<file path="src/rtl/serial_adder_n.sv">
// Bit-serial adder: one full-adder slice plus carry flop, WIDTH cycles per add, LSB first.
// Optional signed-overflow output enabled by defining SERIAL_ADDER_OVF_EN.
module serial_adder_n #(
  parameter int WIDTH = 8
) (
  input  logic             clk,
  input  logic             rst,
  input  logic             start,
  input  logic [WIDTH-1:0] a,
  input  logic [WIDTH-1:0] b,
  input  logic             cin,
  output logic             busy,
  output logic             done,
  output logic [WIDTH-1:0] sum,
  output logic             cout
`ifdef SERIAL_ADDER_OVF_EN
  ,
  output logic             ovf
`endif
);

  localparam int CW = (WIDTH > 1) ? $clog2(WIDTH) : 1;
  localparam logic [CW-1:0] LAST = CW'(WIDTH - 1);

  typedef enum logic [1:0] {
    IDLE,
    ADD,
    DONE
  } state_t;

  state_t           state_q, state_d;
  logic [WIDTH-1:0] a_sh_q, a_sh_d;
  logic [WIDTH-1:0] b_sh_q, b_sh_d;
  logic [WIDTH-1:0] res_q, res_d;
  logic [WIDTH-1:0] sum_q, sum_d;
  logic [CW-1:0]    cnt_q, cnt_d;
  logic             carry_q, carry_d;
  logic             busy_q, busy_d;
  logic             done_q, done_d;
  logic             cout_q, cout_d;
`ifdef SERIAL_ADDER_OVF_EN
  logic             ovf_q, ovf_d;
`endif

  logic s_bit;
  logic c_next;

  always_comb begin
    s_bit   = a_sh_q[0] ^ b_sh_q[0] ^ carry_q;
    c_next  = (a_sh_q[0] & b_sh_q[0]) | (a_sh_q[0] & carry_q) | (b_sh_q[0] & carry_q);

    state_d = state_q;
    a_sh_d  = a_sh_q;
    b_sh_d  = b_sh_q;
    res_d   = res_q;
    sum_d   = sum_q;
    cnt_d   = cnt_q;
    carry_d = carry_q;
    busy_d  = busy_q;
    done_d  = 1'b0;
    cout_d  = cout_q;
`ifdef SERIAL_ADDER_OVF_EN
    ovf_d   = ovf_q;
`endif

    case (state_q)
      IDLE, DONE: begin
        busy_d  = 1'b0;
        state_d = IDLE;
        if (start) begin
          a_sh_d  = a;
          b_sh_d  = b;
          carry_d = cin;
          cnt_d   = '0;
          busy_d  = 1'b1;
          state_d = ADD;
        end
      end
      ADD: begin
        a_sh_d  = a_sh_q >> 1;
        b_sh_d  = b_sh_q >> 1;
        res_d   = {s_bit, res_q[WIDTH-1:1]};
        carry_d = c_next;
        cnt_d   = cnt_q + CW'(1);
        if (cnt_q == LAST) begin
          // carry_q here is the carry into the MSB; c_next is the carry out of it
          sum_d   = {s_bit, res_q[WIDTH-1:1]};
          cout_d  = c_next;
`ifdef SERIAL_ADDER_OVF_EN
          ovf_d   = carry_q ^ c_next;
`endif
          cnt_d   = '0;
          busy_d  = 1'b0;
          done_d  = 1'b1;
          state_d = DONE;
        end
      end
      default: begin
        busy_d  = 1'b0;
        state_d = IDLE;
      end
    endcase
  end

  always_ff @(posedge clk) begin
    if (rst) begin
      state_q <= IDLE;
      a_sh_q  <= '0;
      b_sh_q  <= '0;
      res_q   <= '0;
      sum_q   <= '0;
      cnt_q   <= '0;
      carry_q <= 1'b0;
      busy_q  <= 1'b0;
      done_q  <= 1'b0;
      cout_q  <= 1'b0;
`ifdef SERIAL_ADDER_OVF_EN
      ovf_q   <= 1'b0;
`endif
    end else begin
      state_q <= state_d;
      a_sh_q  <= a_sh_d;
      b_sh_q  <= b_sh_d;
      res_q   <= res_d;
      sum_q   <= sum_d;
      cnt_q   <= cnt_d;
      carry_q <= carry_d;
      busy_q  <= busy_d;
      done_q  <= done_d;
      cout_q  <= cout_d;
`ifdef SERIAL_ADDER_OVF_EN
      ovf_q   <= ovf_d;
`endif
    end
  end

  assign busy = busy_q;
  assign done = done_q;
  assign sum  = sum_q;
  assign cout = cout_q;
`ifdef SERIAL_ADDER_OVF_EN
  assign ovf  = ovf_q;
`endif

endmodule

</file>
<file path="config.mk">
export PLATFORM = sky130hd
export DESIGN_NAME = serial_adder_n
export DESIGN_NICKNAME = d
export VERILOG_FILES = /design/src/rtl/serial_adder_n.sv
export SDC_FILE = /design/constraint.sdc
export NUM_CORES = 1
export LEC_CHECK = 0
export BUFFER_PORTS_ARGS = -buffer_cell sky130_fd_sc_hd__buf_2
export CAP_MARGIN = 20
export CORE_ASPECT_RATIO = 1.4
export CORE_MARGIN = 2
export CORE_UTILIZATION = 49
export DETAILED_ROUTE_END_ITERATION = 6
export HOLD_SLACK_MARGIN = 0.12
export PLACE_DENSITY = 0.86
export SLEW_MARGIN = 30
export SYNTH_ARGS = -nofsm -noshare
export SYNTH_HDL_FRONTEND = slang
export SYNTH_SLANG_ARGS = --single-unit
</file>
<file path="constraint.sdc">
create_clock -name clk -period 1.3 [get_ports clk]
set_input_delay 0.13 -clock clk [delete_from_list [all_inputs] [get_ports clk]]
set_output_delay 0.13 -clock clk [all_outputs]
set_load 0.01 [all_outputs]
</file>
=== Word level (Yosys, flattened, before mapping) ===
Cells that the tools add are included.
W data, S select, Z words.

* Register bits after elaboration: 41
* Memories kept: 0
* Bits in writable memories: 0
* Output and inout bits: 11
* Latch bits: 0
* Bits of input ports: 20
* Bits in read-only memories: 0

* Add/subtract/negate cells: 1
* Shifts and indexed selects: 0
* Reductions and logical operators: 6
* Equal/unequal tests: 5
* Muxes and demuxes: 16
* Magnitude comparators: 0
* Divide/modulo/power cells: 0
* $mul: 0
* Bitwise gates (word level): 8

{| class="wikitable"
|+ Operators by type and width
! cell !! count
|-
| $pmux W8 S2 || 2
|-
| $mux W8 || 2
|-
| $mux W3 || 2
|-
| $pmux W3 S2 || 1
|-
| $mux W1 || 5
|-
| $ne A2 B2 Y1 const B || 2
|-
| $pmux W1 S2 || 2
|-
| $pmux W2 S2 || 1
|-
| $reduce_and A2 Y1 || 2
|-
| $reduce_or A2 Y1 || 2
|-
| $add A3 B1 Y3 const B || 1
|-
| $and A1 B1 Y1 || 3
|-
| $eq A3 B3 Y1 const B || 1
|-
| $eq A2 B1 Y1 const B || 1
|-
| $eq A2 B2 Y1 const B || 1
|-
| $logic_not A2 Y1 || 1
|-
| $mux W2 || 1
|-
| $or A1 B1 Y1 || 2
|-
| $reduce_bool A2 Y1 || 1
|-
| $xor A1 B1 Y1 || 2
|-
| $not A1 Y1 || 1
|}

=== Longest topological paths before layout ===
Gate-level depths: netlist (run 1).

* Depth in word-level cells: 4
* Mapped depth: 6
* Mapped depth without buffers: 5

=== Worst setup path before layout (run 1) ===
No wires, ideal clock.

* Path kind: register to register
* Start: register cnt_q[0]
* End: register sum_q[1] (netlist: sum[1])
* Path slack: -0.052 ns
* Arrival: 1.281 ns
* Stages on the path, launching flop included: 7
* Setup time: 0.071 ns
* Period minus slack after synthesis: 1.352 ns
* Cells stage by stage: dfxtp_1 ha_1 ha_1 nand3b_1 clkbuf_1 nand2_1 a21oi_2

* Word-level cells in the longest chain between the ends: 2

{| class="wikitable"
|+ Ends and longest elaborated chain
! what !! line !! RTL
|-
| start, declared || 36 || <nowiki>logic [CW-1:0] cnt_q, cnt_d;</nowiki>
|-
| start signal, assigned || 126 || <nowiki>cnt_q <= cnt_d;</nowiki>
|-
| $eq A3 B3 Y1 || 85 || <nowiki>if (cnt_q == LAST) begin</nowiki>
|-
| $reduce_and A2 Y1 (no line) || n/a ||
|-
| end signal, assigned || 125 || <nowiki>sum_q <= sum_d;</nowiki>
|-
| end, declared || 35 || <nowiki>logic [WIDTH-1:0] sum_q, sum_d;</nowiki>
|}

No other way between the ends.
A chain may end at the register's enable or synchronous reset.

=== Worst setup path after layout (run 1) ===
* Start: register cnt_q[0]
* End: register sum_q[2] (netlist: sum[2])

The elaborated chain is that of the path after synthesis.

==> results.md, run 1 <==
* Fraction of registers with async set/reset at 0%
* Placer congestion estimate at 0.733
* Standard-cell row count at 25
* Post-place setup slack at -0.00930 ns
* Final WL at 3.78 mm
* Post-synth EDFFs at 0
* Startpoint type of the worst setup path: flip-flop
* Final ANT Viol Nets at 0
* Syn_area_per_cell at 9.90 µm²
* Pre-antenna DRT Iters at 4
* Final worst path period share at 99.5%
* Initial Util at 52.0%
* Num CTS Buffers at 5
* Drt first-iter violations at 55
* Crit Path Class: flip-flop to flip-flop
* Count of final hold-check violations at 0
* DIE AREA at 4120 µm²
* CTS max path bufs at 2
* Initial antenna violation count at 0
* Fin. max-slew vios at 0
* Port bufs at 30
* Met3 Wirelength at 166 µm
* WL/cell at 14.8 µm
* Hold Crit Class: input pin to flip-flop
* Largest net degree at the start of global routing at 41
* Pleak at 0.833 nW
* Cell taking the most area after synthesis: dfxtp_1
* Clock-pin slew on the worst setup and hold paths at 0.08 ns
* Root Driver: clkbuf_8
* WL met1 at 1.58 mm
* Yosys top cell area share at 45.2%
* Critical path endpoint category: flip-flop
* Top cells by area, synth: dfxtp_1 45%, nor3_2 12%, nand2_1 5.7%, o22ai_1 5.3%, nand3_2 4.5%
* Average via count per standard cell at 5.49
* H-tree levels at 2
* Post-synthesis cell count at 179
* Die Y at 75.1 µm
* Tmin final at 1.29 ns
* I/O pin count at 31
* Max Fclk at 773 MHz
* Worst Slack Setup Final at 0.00610 ns
* Max_cap viols at 0
* Metal2 WL at 1.96 mm
* Slew margin rel. at 83.1%
* Fin util at 64.2%
* # DRC at 0
* Area delta synth->final at 23.6%
* Yosys cell types at 26
* Die X at 54.8 µm
* Crit-path max FO at 5
* Crit path DAT at 1.53 ns
* Max layer used: met4
* Vias in the first global route at 1368
* Most frequent cell after synthesis: dfxtp_1
* Seq/Total Area, Yosys at 45.2%
* Yosys warns at 0
* CTS tree: built
* Critical Path RT at 1.54 ns
* RSZ-0062 raised after global routing: yes
* Main synth FF type: dfxtp_1
* Vias at 1405
* First-pass GRT wire length at 5.71 mm
* N_diodes at 0
* Max VDD drop at 1.05 mV
* Status: finished, final reports clean
* Worst skew pair latency at 0.29 ns
* Synth Register Bits at 40
* Total grt overflow at 0
* Core ar. at 3410 µm²
* Final Skew at 0.00798 ns
* Filler cells at 297
* Total GRT Usage at 19.1%
* Power per Cell Area at 1180 nW/µm²
* Share of cells above drive strength 1 at 48.1%
* Final setup viols at 0
* CTS sink cnt at 40
* Worst slew pin tran at 0.250 ns
* Total Nets Final at 238
* Synth cell count leaders: 40 x dfxtp_1, 27 x nand2_1, 22 x nor3_2, 15 x o22ai_1, 12 x a21oi_1
* Syn nets at 202
* Post-Syn Area at 1770 µm²
* Dpl hpwl at 2.40 mm
## worst max-delay path, stage by stage, from the launching register on
cell,delay [ns]
dfxtp_2,0.34
ha_4,0.16
ha_4,0.17
nand3b_1,0.20
clkbuf_16,0.20
nand2_2,0.05
a21oi_2,0.10
## area by class of cell
cell class / instances / area, µm² / area share, %
timing repair buffer: 46 / 355 / 16.2
clock inverter: 1 / 7.51 / 0.343
multi-input combinational: 122 / 887 / 40.5
tap: 40 / 50.0 / 2.29
clock buffer: 7 / 86.3 / 3.94
sequential: 40 / 803 / 36.7
## through the flow
| stage | total power [mW] | hold WS (ns) | cell area, µm² | TNS, ns | cells |
|---|---|---|---|---|---|
| after floorplan | 1.66 | 0.266 | 1770 | 0 | 179 |
| after global placement | 1.74 | 0.391 | 1980 | 0 | 243 |
| after detailed placement | 1.75 | 0.391 | 1980 | -0.0441 | 243 |
| after CTS | 2.60 | 0.138 | 2100 | 0 | 253 |
| after global routing | 2.69 | 0.158 | 2190 | -0.162 | 256 |
| final | 2.59 | 0.142 | 2190 | 0 | 256 |
## power breakdown
group          total, mW  switching, mW  internal (mW)  leakage [nW]
combinational      0.396          0.213          0.183         0.461
sequential          1.34         0.0500           1.29         0.328
clock              0.852          0.422          0.431        0.0445
## kinds of logic (layout without fill, tap and decap cells)
group | count (synthesis) | after routing | share of synthesized area (%)
AOI/OAI and AO/OA | 38 | 38 | 13.9
adders and majority gates | 3 | 3 | 2.54
buffers and inverters | 17 | 54 | 7.49
DFF | 40 | 40 | 45.2
and+or+nand+nor | 81 | 81 | 30.9
## per-layer routing
| metal | GRT usage [%] | up-vias |
|---|---|---|
| met5 | 0 | - |
| met4 | 6.11 | 0 |
| met3 | 6.15 | 8 |
| met2 | 34.1 | 32 |
| met1 | 20.5 | 667 |
| li1 | - | 698 |
## final timing paths
path | endpoint | from | slack (ns) | cells after the start
max reg2reg | sum[2] | cnt_q[0] | 0.006 | 6
min | a_sh_q[4] | a[4] | 0.14 | 3
max | sum[2] | cnt_q[0] | 0.006 | 6
min reg2reg | sum[6] | sum[6] | 0.46 | 2
## what timing repair did
item,4_1_cts,5_1_grt
endpoints found under the setup margin,9,13
setup buffers,0,2
cloned,0,1
pin swaps,0,8
hold endpoints to repair,2,0
gates resized for setup,1,14
hold buffers,2,0
## sequential cells by signal (all words and copies together) (netlist names)
name	flops
carry_q	1
busy	1
a_sh_q	8
res_q	7
b_sh_q	8
cnt_q	3
done	1
state_q	2
cout	1
sum	8
## layout by cell type (no fill, tap or decap), types with 4 or more instances in the layout
master and instances:
buf_2 30, nand2_2 6, nand2_1 20, nor3_2 22, buf_4 8, nor2_1 4, dfxtp_1 38, o22ai_1 15
nor3_1 8, nand3_2 8, a21oi_1 12, a21oi_2 9, nand3_1 5, buf_12 5, clkbuf_8 6
(Power assumes the default switching activity.)
==> inputs of run 2 (changes only) <==
- PLACE_DENSITY: 0.86 -> 0.74
==> run 2 against run 1 <==
Net effect:
- maximum frequency is 1.6% higher
- core utilization up 0.95 points
- non-clock buffer count unchanged
- sequential cell count stayed put
- sequential share of layout area decreased by 0.54 points
- register-to-register slack better by 0.02 ns
- worst setup slack better by 0.020 ns
- combinational power increased by 4%
- worst hold slack better by 0.0034 ns
- sequential power is essentially flat
- clock skew shrank 0.0026 ns
- critical path type unchanged
- critical endpoint is now sum[7]
==> results.md, run 2 (synthesis results as in run 1) <==
* Status: finished, final reports clean
* Post-place setup slack at -0.00545 ns (+0.00385 ns)
* WL/cell at 14.4 µm (-2.3%)
* Core ar. at 3410 µm² (unchanged)
* First-pass GRT wire length at 5.84 mm (+2.3%)
* GRT Max-Usage Layer: met2
* Final setup viols at 0 (unchanged)
* WHS Endpoint: b_sh_q[4]
* Startpoint type of the worst setup path: flip-flop
* Worst Slack Setup Final at 0.0263 ns (+0.0202 ns)
* CTS tree: built
* Vias in the first global route at 1306 (-4.5%)
* Crit-path max FO at 6 (+1)
* H-tree levels at 2 (unchanged)
* Max VDD drop at 0.791 mV (-25%)
* Pleak at 0.847 nW (+1.6%)
* Worst R2R Path Depth at 6 (unchanged)
* Critical path endpoint category: flip-flop
* Power per Cell Area at 1170 nW/µm² (-1.1%)
* Sum of negative setup slack at 0 ns (unchanged)
* Met3 usage at 5.95% (-0.20 points)
* Max Fclk at 785 MHz (+1.6%)
* Max_cap viols at 0 (unchanged)
* Worst slew pin tran at 0.301 ns (+0.0510 ns)
* Final worst path period share at 98.0% (-1.6 points)
* Fin. max-slew vios at 0 (unchanged)
* Grt met2 use at 33.9% (-0.26 points)
* RSZ-0062 raised after global routing: yes
* Standard-cell row count at 25 (unchanged)
* Area delta synth->final at 25.4%
* Hold Crit Class: input pin to flip-flop
* WHS at 0.145 ns (+0.00339 ns)
* Vias at 1410 (+0.36%)
* Final ANT Viol Nets at 0 (unchanged)
* Worst R2R Start: cnt_q[1]
* CTS max path bufs at 2 (unchanged)
* Port bufs at 30 (unchanged)
* N_diodes at 0 (unchanged)
* Reg2reg setup slack at 0.03 ns (+0.02 ns)
* Final WL at 3.70 mm (-2.3%)
* Hold path start: b[4]
* Largest net degree at the start of global routing at 20 (-51%)
* Drt first-iter violations at 21 (-62%)
* Share of cells above drive strength 1 at 48.6% (+0.46 points)
* Total grt overflow at 0 (unchanged)
* Die X at 54.8 µm (unchanged)
* Average via count per standard cell at 5.51 (+0.36%)
* Dpl hpwl at 2.53 mm (+5.4%)
* Crit Path Class: flip-flop to flip-flop
* Placer congestion estimate at 0.730 (-0.41%)
* Critical Path RT at 1.53 ns (about the same)
* Tmin final at 1.27 ns (-0.0202 ns)
* Crit path DAT at 1.50 ns (-0.03 ns)
* Worst flop-to-flop path endpoint: sum[7]
* Pre-antenna DRT Iters at 4 (unchanged)
* Commonest cells after routing, fill and taps aside: 38 x dfxtp_1, 30 x buf_2, 22 x nor3_2
* Most common cell after layout, fill and taps aside: dfxtp_1
* Final Skew at 0.00538 ns (-0.00259 ns)
* DIE AREA at 4120 µm² (unchanged)
* Clock-pin slew on the worst setup and hold paths at 0.08 ns (about the same)
* WHS Path Cells at 3 (unchanged)
* Met1 Usage GRT at 21.6% (+1.1 points)
* CTS sink cnt at 40 (unchanged)
* Count of final hold-check violations at 0 (unchanged)
* Initial antenna violation count at 0 (unchanged)
* Total Nets Final at 238 (unchanged)
* I/O pin count at 31 (unchanged)
* Initial Util at 52.0% (unchanged)
* Worst skew pair latency at 0.29 ns (about the same)
* Num CTS Buffers at 5 (unchanged)
* # DRC at 0 (unchanged)
* Root Driver: clkbuf_8
* Slew margin rel. at 79.6% (-3.4 points)
* Total GRT Usage at 19.6% (+0.56 points)
* Die Y at 75.1 µm (unchanged)
## run 2: cell count changes in the layout (fill, tap and decap cells not counted), moves of 2 or more
cell      before  now
clkinv_2       0    2
nand2_4        1    4
buf_4          8    6
nand2_2        6    3
## run 2: what timing repair did
action                                  4_1_cts  5_1_grt
hold buffers                                  2        0
endpoints found under the setup margin        7       13
gates cloned                                  0        1
setup buffers                                 0        1
gates resized for setup                       2       17
pin swaps                                     0       10
endpoints found under the hold margin         2        0
## run 2: how the worst max path moves through the flow
stage,from,end,slack [ns]
2_1_floorplan,cnt_q[0],sum[1],0.06
3_3_place_gp,cnt_q[0],sum[1],0.07
3_5_place_dp,cnt_q[0],sum[7],-0.005
4_1_cts,cnt_q[0],sum[7],0.007
5_1_grt,cnt_q[1],sum[7],-0.04
6_report,cnt_q[1],sum[7],0.03
## run 2: power by group
group	switching (mW)	leakage (nW)	internal (mW)
combinational	0.214	0.468	0.197
sequential	0.0483	0.328	1.29
clock	0.426	0.0510	0.423
total	0.688	0.847	1.91
## run 2: cell type report
class / count / area [µm²]
flip-flops and latches: 40 / 803
clock inverters: 2 / 10.0
multi-input cells: 122 / 905
repair buffers: 46 / 372
clock buffers: 6 / 82.6
well taps: 40 / 50.0
fillers: 282 / 1190
## run 2: worst max-delay path, cell delays in order, from the launching register on
cell and delay, ns:
dfxtp_2 0.34, ha_4 0.16, ha_4 0.16, nand3b_1 0.20, buf_12 0.17, nand2_1 0.06
a21oi_2 0.12
## run 2: metal layers
layer  share of wire (%)  vias to the layer above
li1                    -                      698
met4                 2.1                        0
met1                  41                      675
met3                 4.3                        7
met5                   0                        -
met2                  52                       30
## run 2: per-stage QoR
stage / cells / power [mW] / cell area, µm² / utilization, %
global route: 256 / 2.73 / 2220 / 65.2
floorplan: 179 / 1.66 / 1770 / -
finish: 256 / 2.60 / 2220 / 65.2
CTS: 254 / 2.62 / 2120 / 62.2
global placement: 244 / 1.75 / 2000 / 58.8
detailed placement: 244 / 1.76 / 2000 / 58.8
